## config.mk

```make
export PLATFORM = sky130hd
export DESIGN_NAME = gmii_write
export DESIGN_NICKNAME = d
export VERILOG_FILES = /design/src/rtl/gmii_write.sv
export SDC_FILE = /design/constraint.sdc
export NUM_CORES = 1
export LEC_CHECK = 0
export BUFFER_PORTS_ARGS = -buffer_cell sky130_fd_sc_hd__buf_4
export CAP_MARGIN = 10
export CELL_PAD_IN_SITES_DETAIL_PLACEMENT = 2
export CELL_PAD_IN_SITES_GLOBAL_PLACEMENT = 2
export CORE_MARGIN = 3
export CORE_UTILIZATION = 29
export CTS_CLUSTER_DIAMETER = 200
export DETAILED_ROUTE_END_ITERATION = 8
export GPL_TIMING_DRIVEN = 0
export PLACE_DENSITY_LB_ADDON = 0.1
export SLEW_MARGIN = 20
export SYNTH_ARGS = -nofsm -noshare
export SYNTH_HDL_FRONTEND = slang
export SYNTH_SLANG_ARGS = --single-unit
```

## constraint.sdc

```tcl
create_clock -name clk_sys -period 4.3 [get_ports clk_sys]
set_input_delay 0.215 -clock clk_sys [delete_from_list [all_inputs] [get_ports clk_sys]]
set_output_delay 0.215 -clock clk_sys [all_outputs]
set_load 0.03 [all_outputs]
```

## src/rtl/gmii_write.sv

```systemverilog
// GMII transmit framer: drains a show-ahead 9-bit FIFO, adds preamble/SFD, enforces IFG and timestamps the SFD.
// All wire outputs are registered (one cycle after the decision); the FIFO read strobe is combinational.
module gmii_write #(
    parameter int PREAMBLE_LEN = 7,
    parameter int IFG_LEN      = 12
) (
    input  logic        clk_sys,
    input  logic        reset,
    input  logic        port_enable,
    input  logic [8:0]  iv_data,
    input  logic        i_data_empty,
    output logic        o_data_rd,
    input  logic [18:0] timer,
    output logic [7:0]  gmii_txd,
    output logic        gmii_tx_en,
    output logic        gmii_tx_er,
    output logic [18:0] ov_tx_ts,
    output logic        o_ts_valid,
    output logic        o_pkt_sent_pulse,
    output logic        o_fifo_underflow_pulse,
    output logic [2:0]  report_gmii_write_state
);

    typedef enum logic [2:0] {
        idle_s    = 3'd0,
        pre_s     = 3'd1,
        data_s    = 3'd2,
        discard_s = 3'd3,
        ifg_s     = 3'd4
    } state_t;

    localparam logic [7:0] PRE_END = 8'(PREAMBLE_LEN);
    localparam logic [7:0] IFG_END = 8'(IFG_LEN - 1);

    state_t      state_q, state_d;
    logic [7:0]  cnt_q, cnt_d;
    logic        first_q, first_d;
    logic [7:0]  txd_q, txd_d;
    logic        en_q, en_d;
    logic        er_q, er_d;
    logic [18:0] ts_q, ts_d;
    logic        ts_vld_q, ts_vld_d;
    logic        sent_q, sent_d;
    logic        uflow_q, uflow_d;
    logic        rd_c;

    always_ff @(posedge clk_sys) begin
        if (reset) begin
            state_q  <= idle_s;
            cnt_q    <= '0;
            first_q  <= 1'b0;
            txd_q    <= '0;
            en_q     <= 1'b0;
            er_q     <= 1'b0;
            ts_q     <= '0;
            ts_vld_q <= 1'b0;
            sent_q   <= 1'b0;
            uflow_q  <= 1'b0;
        end else begin
            state_q  <= state_d;
            cnt_q    <= cnt_d;
            first_q  <= first_d;
            txd_q    <= txd_d;
            en_q     <= en_d;
            er_q     <= er_d;
            ts_q     <= ts_d;
            ts_vld_q <= ts_vld_d;
            sent_q   <= sent_d;
            uflow_q  <= uflow_d;
        end
    end

    always_comb begin
        state_d  = state_q;
        cnt_d    = cnt_q;
        first_d  = first_q;
        txd_d    = 8'h00;
        en_d     = 1'b0;
        er_d     = 1'b0;
        ts_d     = ts_q;
        ts_vld_d = 1'b0;
        sent_d   = 1'b0;
        uflow_d  = 1'b0;
        rd_c     = 1'b0;
        case (state_q)
            idle_s: begin
                if (!i_data_empty) begin
                    // A non-boundary word at rest means we lost framing; resync by draining.
                    if (!iv_data[8]) begin
                        state_d = discard_s;
                    end else if (port_enable) begin
                        state_d = pre_s;
                        cnt_d   = 8'd1;
                        en_d    = 1'b1;
                        txd_d   = 8'h55;
                    end
                end
            end
            pre_s: begin
                en_d = 1'b1;
                if (cnt_q < PRE_END) begin
                    txd_d = 8'h55;
                    cnt_d = cnt_q + 8'd1;
                end else begin
                    txd_d    = 8'hD5;
                    ts_d     = timer;
                    ts_vld_d = 1'b1;
                    first_d  = 1'b1;
                    state_d  = data_s;
                end
            end
            data_s: begin
                en_d = 1'b1;
                if (!i_data_empty) begin
                    rd_c    = 1'b1;
                    txd_d   = iv_data[7:0];
                    first_d = 1'b0;
                    if (iv_data[8] && !first_q) begin
                        sent_d  = 1'b1;
                        cnt_d   = '0;
                        state_d = ifg_s;
                    end
                end else begin
                    er_d    = 1'b1;
                    uflow_d = 1'b1;
                    state_d = discard_s;
                end
            end
            discard_s: begin
                if (!i_data_empty) begin
                    rd_c = 1'b1;
                    if (iv_data[8]) begin
                        cnt_d   = '0;
                        state_d = ifg_s;
                    end
                end
            end
            ifg_s: begin
                if (cnt_q == IFG_END) begin
                    cnt_d   = '0;
                    state_d = idle_s;
                end else begin
                    cnt_d = cnt_q + 8'd1;
                end
            end
            default: state_d = idle_s;
        endcase
    end

    // No word is consumed in a reset cycle; leftovers are resynced via the misalignment path.
    assign o_data_rd               = rd_c && !reset;
    assign gmii_txd                = txd_q;
    assign gmii_tx_en              = en_q;
    assign gmii_tx_er              = er_q;
    assign ov_tx_ts                = ts_q;
    assign o_ts_valid              = ts_vld_q;
    assign o_pkt_sent_pulse        = sent_q;
    assign o_fifo_underflow_pulse  = uflow_q;
    assign report_gmii_write_state = state_q;

endmodule

```

* Yosys cells after proc, flatten, opt, wreduce, memory -nomap -nowiden
Cells that the tools add are included.
Storage, ports and cells: register bits after elaboration 43, word-level logic and storage cells 85, bits of input ports 32, output and inout port bits 36
Cells by class: magnitude comparators 1, equal/unequal tests 17, multiplexer cells 38, reductions and logical operators 16, $add $sub $neg 1, bitwise gates (word level) 3
Operators with widths (number):
- $mux 8 | 11
- $pmux 8 s5 | 1
- $mux 3 | 9
- $pmux 8 s3 | 1
- $mux 7 | 3
- $ne 2x2->1 const B | 10
- $pmux 3 s5 | 1
- $mux 1 | 10
- $reduce_and 9->1 | 1
- $add 8x1->8 const B | 1
- $eq 8x4->1 const B | 1
- $lt 8x3->1 const B | 1
- $reduce_or 2->1 | 4
- $reduce_and 7->1 | 1
- $eq 3x2->1 const B | 2
- $ne 3x3->1 const B | 2
- $reduce_bool 5->1 | 1
- $pmux 1 s2 | 2
- $eq 3x1->1 const B | 1
- $eq 3x3->1 const B | 1
- $logic_not 3->1 | 1
- $not 1->1 | 3
- $reduce_and 3->1 | 1
- $reduce_or 3->1 | 1
- 4 further kinds | 6

* Longest topological paths before layout
Gate-level depths: netlist of the first run.
depth in word-level cells 5, gate-level depth with buffers 6, depth with buffers taken out 6

* Least setup slack after synthesis of the first run
OpenSTA, ideal clock, no wires.
kind flip-flop to output port, start point register state_q[1] (netlist: report_gmii_write_state[1]), end point output port o_data_rd, setup slack 2.311 ns, required time 4.085 ns, cell stages (with the launch flop) 4, path buffers 1, arrival 1.774 ns, cell sequence dfxtp_1 > clkbuf_1 > or3b_2 > nor2_1
Between the ends: longest elaborated chain between the ends 4, elaborated cells on any way between the ends 5, classes of those cells eq/ne (2); mux (1); reduce/logical (2)
RTL lines:
- start: declaration | RTL line 35 | state_t state_q, state_d;
- start signal: assignment | RTL line 49 | state_q <= idle_s;
- start signal: assignment | RTL line 60 | state_q <= state_d;
- $eq 3x2->1 | RTL line 85 | case (state_q)
- $reduce_or 2->1 (no source line) *
- $mux 1 *
- $logic_and 1x1->1 * | RTL line 151 | assign o_data_rd = rd_c && !reset;
- end: declaration | RTL line 12 | output logic o_data_rd,
Every way passes the cells marked *; elsewhere a longest branch is shown, timed or not.

* Final worst setup path of the first run
Ends and elaborated chain as after synthesis.

==> reports/metrics.yaml, run 1 <==
outcome: "finished, final reports clean"
period_needed_ps: 2136
clkTransAtPathRegs_ps: 80
grt_pass1_wl_um: 9942
yosys_warnings: 0
core_area_um2: 5991
gp_congestion: 0.8000
p_clk_frac: 0.226
grt_max_degree: 15
reg2reg_depth: 5
synth_area_leaders: "dfxtp_1 47%, nand2_1 11%, a21oi_1 11%"
switching_share: 0.3853
num_vias: 1849
synth_cells: 218
vias_per_cell: 5.038
post-route-util: 0.4171
yosysSeqAreaShare: 0.4729
start_util: 0.3039
die_w_um: 85.23
rsz0062_at_grt: "no"
insertion_delay_ps: 300
synth-edff-count: 0
cts_root_buffer: "clkbuf_8"
die_h_um: 85.23
skew_ps: 6.221
pre_cts_slack_ps: 2150
post-route-period-util: 0.4968
p_per_area_nw_per_um2: 465.9
fp.dieArea_um2: 7264
cp-end-kind: "primary output"
grt_overflow_total: 0
hpwl_um: 4373
path_class: "reg2out"
hold_depth: 2
fmax_ghz: 0.4681
p_comb_frac: 0.376
area_delta_synth_final_pct: 37.25
detail-route-antenna-nets: 0
ios: 68
finalMaxSlewViolations: 0
leakagePower_nw: 1.001
grt_pass1_vias: 1996
ctsHoldBuffers: 0
maxSlewHeadroom: 0.5520
clock_path_buffers: 2
drt-wirelength-per-cell_um: 15.99
ys_ff_latch: 43
synthFlopType: "dfxtp_1"
setup_ws_ps: 2164
ctsHtreeMaxLevel: 2
drt-initial-drc-count: 60
internal_power_uw: 715.7
antenna_cells: 0
syn_area_um2: 1820
grt_util_all_layers: 0.1695
drt_pre_antenna_iters: 4
nets: 324
hold_path_class: "in2reg"
setup_viol: 0
sequentialPowerShare: 0.399
cts_setup_buffers: 0
synth_area_per_cell_um2: 8.351
final-hold-violation-count: 0
num_rows: 28
worst_slew_pin_slew_ps: 670.2
power.total_mw: 1.164
power.switching_uw: 448.5
fin_setup_tns_ps: 0
yosysTopAreaCellShare: 0.4729
cts_resized: 0
synth_nets: 251
arrival_ps: 1920
clock-sinks: 43
cp_max_fo: 10
antenna_found_initial: 0
cts_tree: "yes"
drc: 0
wl_um: 5870
vdd_drop_max_v: 0.0001743
async_flop_share: 0
drive_gt1_frac: 0.2945
maxCapViolations: 0
cp-start-kind: "flip-flop"
io_buffer_count: 66
synth_top_area_cell: "dfxtp_1"
cts_buffers: 5
cp.required_ps: 4090
synthDistinctLibCells: 48
[final timing paths]
path	start	endpoint	slack (ps)
max reg2reg	cnt_q[4]$_SDFFE_PP0P_	cnt_q[3]$_SDFFE_PP0P_	2200
max	report_gmii_write_state[1]$_SDFFE_PP0P_	o_data_rd	2160
min reg2reg	ov_tx_ts[10]$_SDFFE_PP0P_	ov_tx_ts[10]$_SDFFE_PP0P_	460
min	iv_data[3]	gmii_txd[3]$_SDFF_PP0_	110
[worst max-delay path: stages, from the launching register on]
cell and delay, ps:
dfxtp_1 460, clkbuf_1 350, or3b_2 530, nor2_1 110, buf_4 170
[sequential cells by signal (all words and copies together) (netlist names)]
signal	cells
first_q	1
gmii_tx_en	1
gmii_txd	8
o_fifo_underflow_pulse	1
report_gmii_write_state	3
ov_tx_ts	19
o_pkt_sent_pulse	1
o_ts_valid	1
cnt_q	8
[stage by stage]
step / std cells / hold WS, ps / area (µm²)
after floorplan: 218 / 293.7 / 1821
after global placement: 359 / 420.5 / 2410
after detailed placement: 359 / 427.5 / 2410
after CTS: 367 / 111.9 / 2499
after global routing: 367 / 118.9 / 2499
final: 367 / 113.4 / 2499
[cell usage in the layout (no fill, tap or decap), types with 2 or more instances in the layout]
cell type | synthesis | routed
dfxtp_1 | 43 | 43
a21oi_1 | 39 | 39
clkbuf_1 | 8 | 8
nor3_1 | 3 | 3
inv_1 | 4 | 4
o21ai_1 | 2 | 2
nor2b_1 | 2 | 2
nand2_1 | 54 | 54
nand3_1 | 4 | 4
xnor2_1 | 2 | 2
and2_1 | 3 | 3
buf_2 | 2 | 2
a211oi_1 | 4 | 4
nand2b_1 | 2 | 2
clkbuf_8 | 0 | 5
nor2_1 | 12 | 12
nand3b_1 | 2 | 2
buf_4 | 1 | 67
clkinvlp_4 | 0 | 2
[synth_stat cells, drive strengths merged (2+ instances only)]
master	number
nand3	4
nor2b	2
dfxtp	43
and2	3
nand2	54
a211oi	4
buf	4
nand2b	2
clkbuf	8
nor3	3
nand3b	2
a21oi	40
or3b	2
nor2	12
xnor2	2
inv	4
o21ai	3
nor4	2
[power by group through the flow]
stage | sequential [mW] | clock, mW | combinational (mW)
2_1_floorplan | 0.526 | 0 | 0.237
3_3_place_gp | 0.473 | 0 | 0.431
3_5_place_dp | 0.475 | 0 | 0.438
4_1_cts | 0.465 | 0.273 | 0.444
5_1_grt | 0.470 | 0.287 | 0.487
6_report | 0.464 | 0.263 | 0.438
[cells by family (layout without fill, tap and decap cells)]
group / count (synthesis) / after routing / synth area share
AOI/OAI and AO/OA: 63 / 63 / 0.2309
adders and majority gates: 1 / 1 / 0.006872
DFF: 43 / 43 / 0.4729
xor gates and xnor gates: 2 / 2 / 0.009624
buffers and inverters: 16 / 90 / 0.03642
muxes: 1 / 1 / 0.005499
and+or+nand+nor: 92 / 92 / 0.2378
[layout make-up]
class                           count  area (µm²)
Clock buffer                        5       68.82
Inverter                            4       15.01
Multi-Input combinational cell    159       893.4
Sequential cell                    43       860.8
Clock inverter                      3       20.02
Fill cell                         691        3492
Timing Repair Buffer               66       495.5
Tap cell                           75       93.84
Buffer                             12       51.30
[per-layer routing]
layer | GRT usage | up-vias | part of all wire | routed length, µm
li1 | - | 900 | - | -
met1 | 0.2087 | 901 | 0.44 | 2569
met2 | 0.2917 | 43 | 0.50 | 2918
met3 | 0.04757 | 5 | 0.056 | 327
met4 | 0.04173 | 0 | 0.0090 | 53
met5 | 0 | - | 0 | 0
No activity file was read; power rests on OpenSTA's default activity.
==> run 2: changes to the inputs <==
CORE_UTILIZATION = 24   (was 29)
clock period = 1.9 ns   (was 4.3 ns; I/O delays follow)
==> reports/metrics.yaml, run 2 (synthesis gave the netlist of run 1 again) <==
grt_pass1_wl_um: 10630  # was 9942 µm
vdd_drop_max_v: 0.0003286  # was 0.0001743 V
most-common-layout-cells: "70 x buf_4, 53 x nand2_1, 38 x dfxtp_1"  # was 67 x buf_4, 54 x nand2_1, 43 x dfxtp_1
grt_pass1_vias: 2077  # was 1996
final-hold-violation-count: 0  # unchanged
grt_overflow_total: 0  # unchanged
sequentialPowerShare: 0.381  # was 0.399
rsz0062_at_grt: "yes"  # was no
r2r_start: "cnt_q[7]$_SDFFE_PP0P_"  # was cnt_q[4]$_SDFFE_PP0P_
crit_path_top_delay_cell: "or4_4"  # was or3b_2
period_needed_ps: 1963
start_util: 0.2497  # was 0.3039
die_h_um: 93.10  # was 85.23 µm
p_clk_frac: 0.207  # was 0.226
hpwl_um: 4399  # was 4373 µm
nets: 332  # was 324
p_per_area_nw_per_um2: 1033  # was 465.9 nW/µm²
fmax_ghz: 0.5095
hold_end: "ov_tx_ts[17]$_SDFFE_PP0P_"  # was gmii_txd[3]$_SDFF_PP0_
slowest_delay_ps: 540  # was 530 ps
fin_cells: 399  # was 367
cp.required_ps: 2080  # was 4090 ps
clock_path_buffers: 2  # unchanged
setup_ws_ps: -62.89  # was 2164 ps
gp_congestion: 0.7588  # was 0.8000
largest_reg_flops: 19  # unchanged
wl_um: 6265  # was 5870 µm
maxCapViolations: 0  # unchanged
arrival_ps: 2150  # was 1920 ps
worst_slew_pin_slew_ps: 618.2  # was 670.2 ps
post-route-util: 0.3730  # was 0.4171
path_class: "reg2reg"  # was reg2out
hold_depth: 3  # was 2
core_area_um2: 7292  # was 5991 µm²
num_rows: 31  # was 28
reg2reg_depth: 6  # was 5
cp_max_fo: 5  # was 10
ios: 68  # unchanged
leakagePower_nw: 1.076  # was 1.001 nW
grt_max_degree: 14  # was 15
drt_pre_antenna_iters: 2  # was 4
violations: "negative setup slack"
final_common_cell: "buf_4"  # unchanged
grt_util_all_layers: 0.1524  # was 0.1695
internal_power_mw: 1.735  # was 715.7 µW
detail-route-antenna-nets: 0  # unchanged
cp-start-kind: "flip-flop"  # unchanged
cts_buffers: 5  # unchanged
cts_tree: "yes"  # unchanged
setup_viol: 3  # was 0
clkTransAtPathRegs_ps: 90  # was 80 ps
drc: 0  # unchanged
vias_per_cell: 4.689  # was 5.038
drive_gt1_frac: 0.3667  # was 0.2945
r2r_slack_ps: -60  # was 2200 ps
power.switching_mw: 1.076  # was 448.5 µW
drt-wirelength-per-cell_um: 15.70  # was 15.99 µm
num_vias: 1871  # was 1849
path_delay_family: "compound AO/OA/AOI/OAI gates"  # was simple AND/OR/NAND/NOR gates
power.total_mw: 2.811  # was 1.164 mW
antenna_cells: 0  # unchanged
antenna_found_initial: 0  # unchanged
cts_root_buffer: "clkbuf_8"  # unchanged
placed_cells: 383  # was 359
clock-sinks: 43  # unchanged
area_delta_synth_final_pct: 49.42  # was 37.25%
hold_path_class: "in2reg"  # unchanged
io_buffer_count: 66  # unchanged
reg2reg_to: "report_gmii_write_state[0]$_SDFFE_PP0P_"  # was cnt_q[3]$_SDFFE_PP0P_
min_from: "timer[17]"  # was iv_data[3]
cp_cell_sequence: "or4_4 > o311ai_4 > buf_6 > o211a_4 > a211oi_2 > a31o_1"  # was clkbuf_1 > or3b_2 > nor2_1 > buf_4
skew_ps: 5.905  # was 6.221 ps
drt-initial-drc-count: 32  # was 60
fp.dieArea_um2: 8667  # was 7264 µm²
p_comb_frac: 0.412  # was 0.376
outcome: "finished with violations"  # was finished, final reports clean
finalMaxSlewViolations: 0  # unchanged
switching_share: 0.3826  # was 0.3853
die_w_um: 93.10  # was 85.23 µm
ctsHtreeMaxLevel: 2  # unchanged
cp-end-kind: "flip-flop"  # was primary output
post-route-period-util: 1.033
cp_num_buf_inv: 1  # was 2
maxSlewHeadroom: 0.5878  # was 0.5520
insertion_delay_ps: 290  # was 300 ps
pre_cts_slack_ps: -198.5  # was 2150 ps
run 2: cell count changes in the layout (fill, tap and decap cells not counted), sizes merged:
cell / change
dlygate4sd3: +3
buf: +6
clkinvlp: -1
run 2: layer usage:
layer  track usage  up-vias  wire length (µm)
met4       0.03297        0                48
li1              -      919                 -
met5             0        -                 0
met3       0.04344        4               382
met1        0.1916      899              2782
met2        0.2591       49              3052
run 2: repair_timing:
item                                   4_1_cts  5_1_grt
endpoints found under the hold margin        3        0
pin swaps                                    1        2
setup endpoints to repair                   32       29
setup buffers                                5        1
hold buffers                                 3        0
gates resized for setup                     18       15
run 2: through the flow:
step,hold slack (ps),setup TNS (ps),area [µm²]
after floorplan,173.7,0,1821
after global placement,297.2,-3897,2440
after detailed placement,302.9,-4063,2440
after CTS,10.59,-15.67,2658
after global routing,33.95,-911.5,2720
final,44.07,-128.0,2720
run 2: how the worst max path moves through the flow:
| stage | to | slack [ps] | cells past startpoint | from |
|---|---|---|---|---|
| 3_3_place_gp | cnt_q[3]$_SDFFE_PP0P_ | -190 | 5 | cnt_q[4]$_SDFFE_PP0P_ |
| 3_5_place_dp | cnt_q[3]$_SDFFE_PP0P_ | -200 | 5 | cnt_q[4]$_SDFFE_PP0P_ |
| 4_1_cts | report_gmii_write_state[0]$_SDFFE_PP0P_ | -20 | 5 | report_gmii_write_state[2]$_SDFFE_PP0P_ |
| 2_1_floorplan | cnt_q[0]$_SDFFE_PP0P_ | 30 | 6 | report_gmii_write_state[0]$_SDFFE_PP0P_ |
| 5_1_grt | report_gmii_write_state[0]$_SDFFE_PP0P_ | -110 | 6 | cnt_q[7]$_SDFFE_PP0P_ |
| 6_report | report_gmii_write_state[0]$_SDFFE_PP0P_ | -60 | 6 | cnt_q[7]$_SDFFE_PP0P_ |
run 2: layout make-up:
class | instances | area [µm²]
Sequential cell | 43 | 872.1
Clock buffer | 6 | 72.57
Tap cell | 99 | 123.9
Inverter | 4 | 15.01
Multi-Input combinational cell | 159 | 987.2
Timing Repair Buffer | 75 | 581.8
Buffer | 11 | 55.05
Fill cell | 869 | 4572
Clock inverter | 2 | 12.51
run 2: power groups by stage:
stage	sequential (mW)	clock [mW]	combinational, mW
after global routing	1.09	0.667	1.26
after floorplan	1.19	0	0.537
after CTS	1.06	0.625	1.08
after detailed placement	1.08	0	1.00
after global placement	1.07	0	0.984
final	1.07	0.581	1.16
run 2: worst register-to-register path, stage by stage (launching register included):
cell	delay, ps
dfxtp_4	370
or4_4	540
o311ai_4	330
buf_6	160
o211a_4	180
a211oi_2	70
a31o_1	200
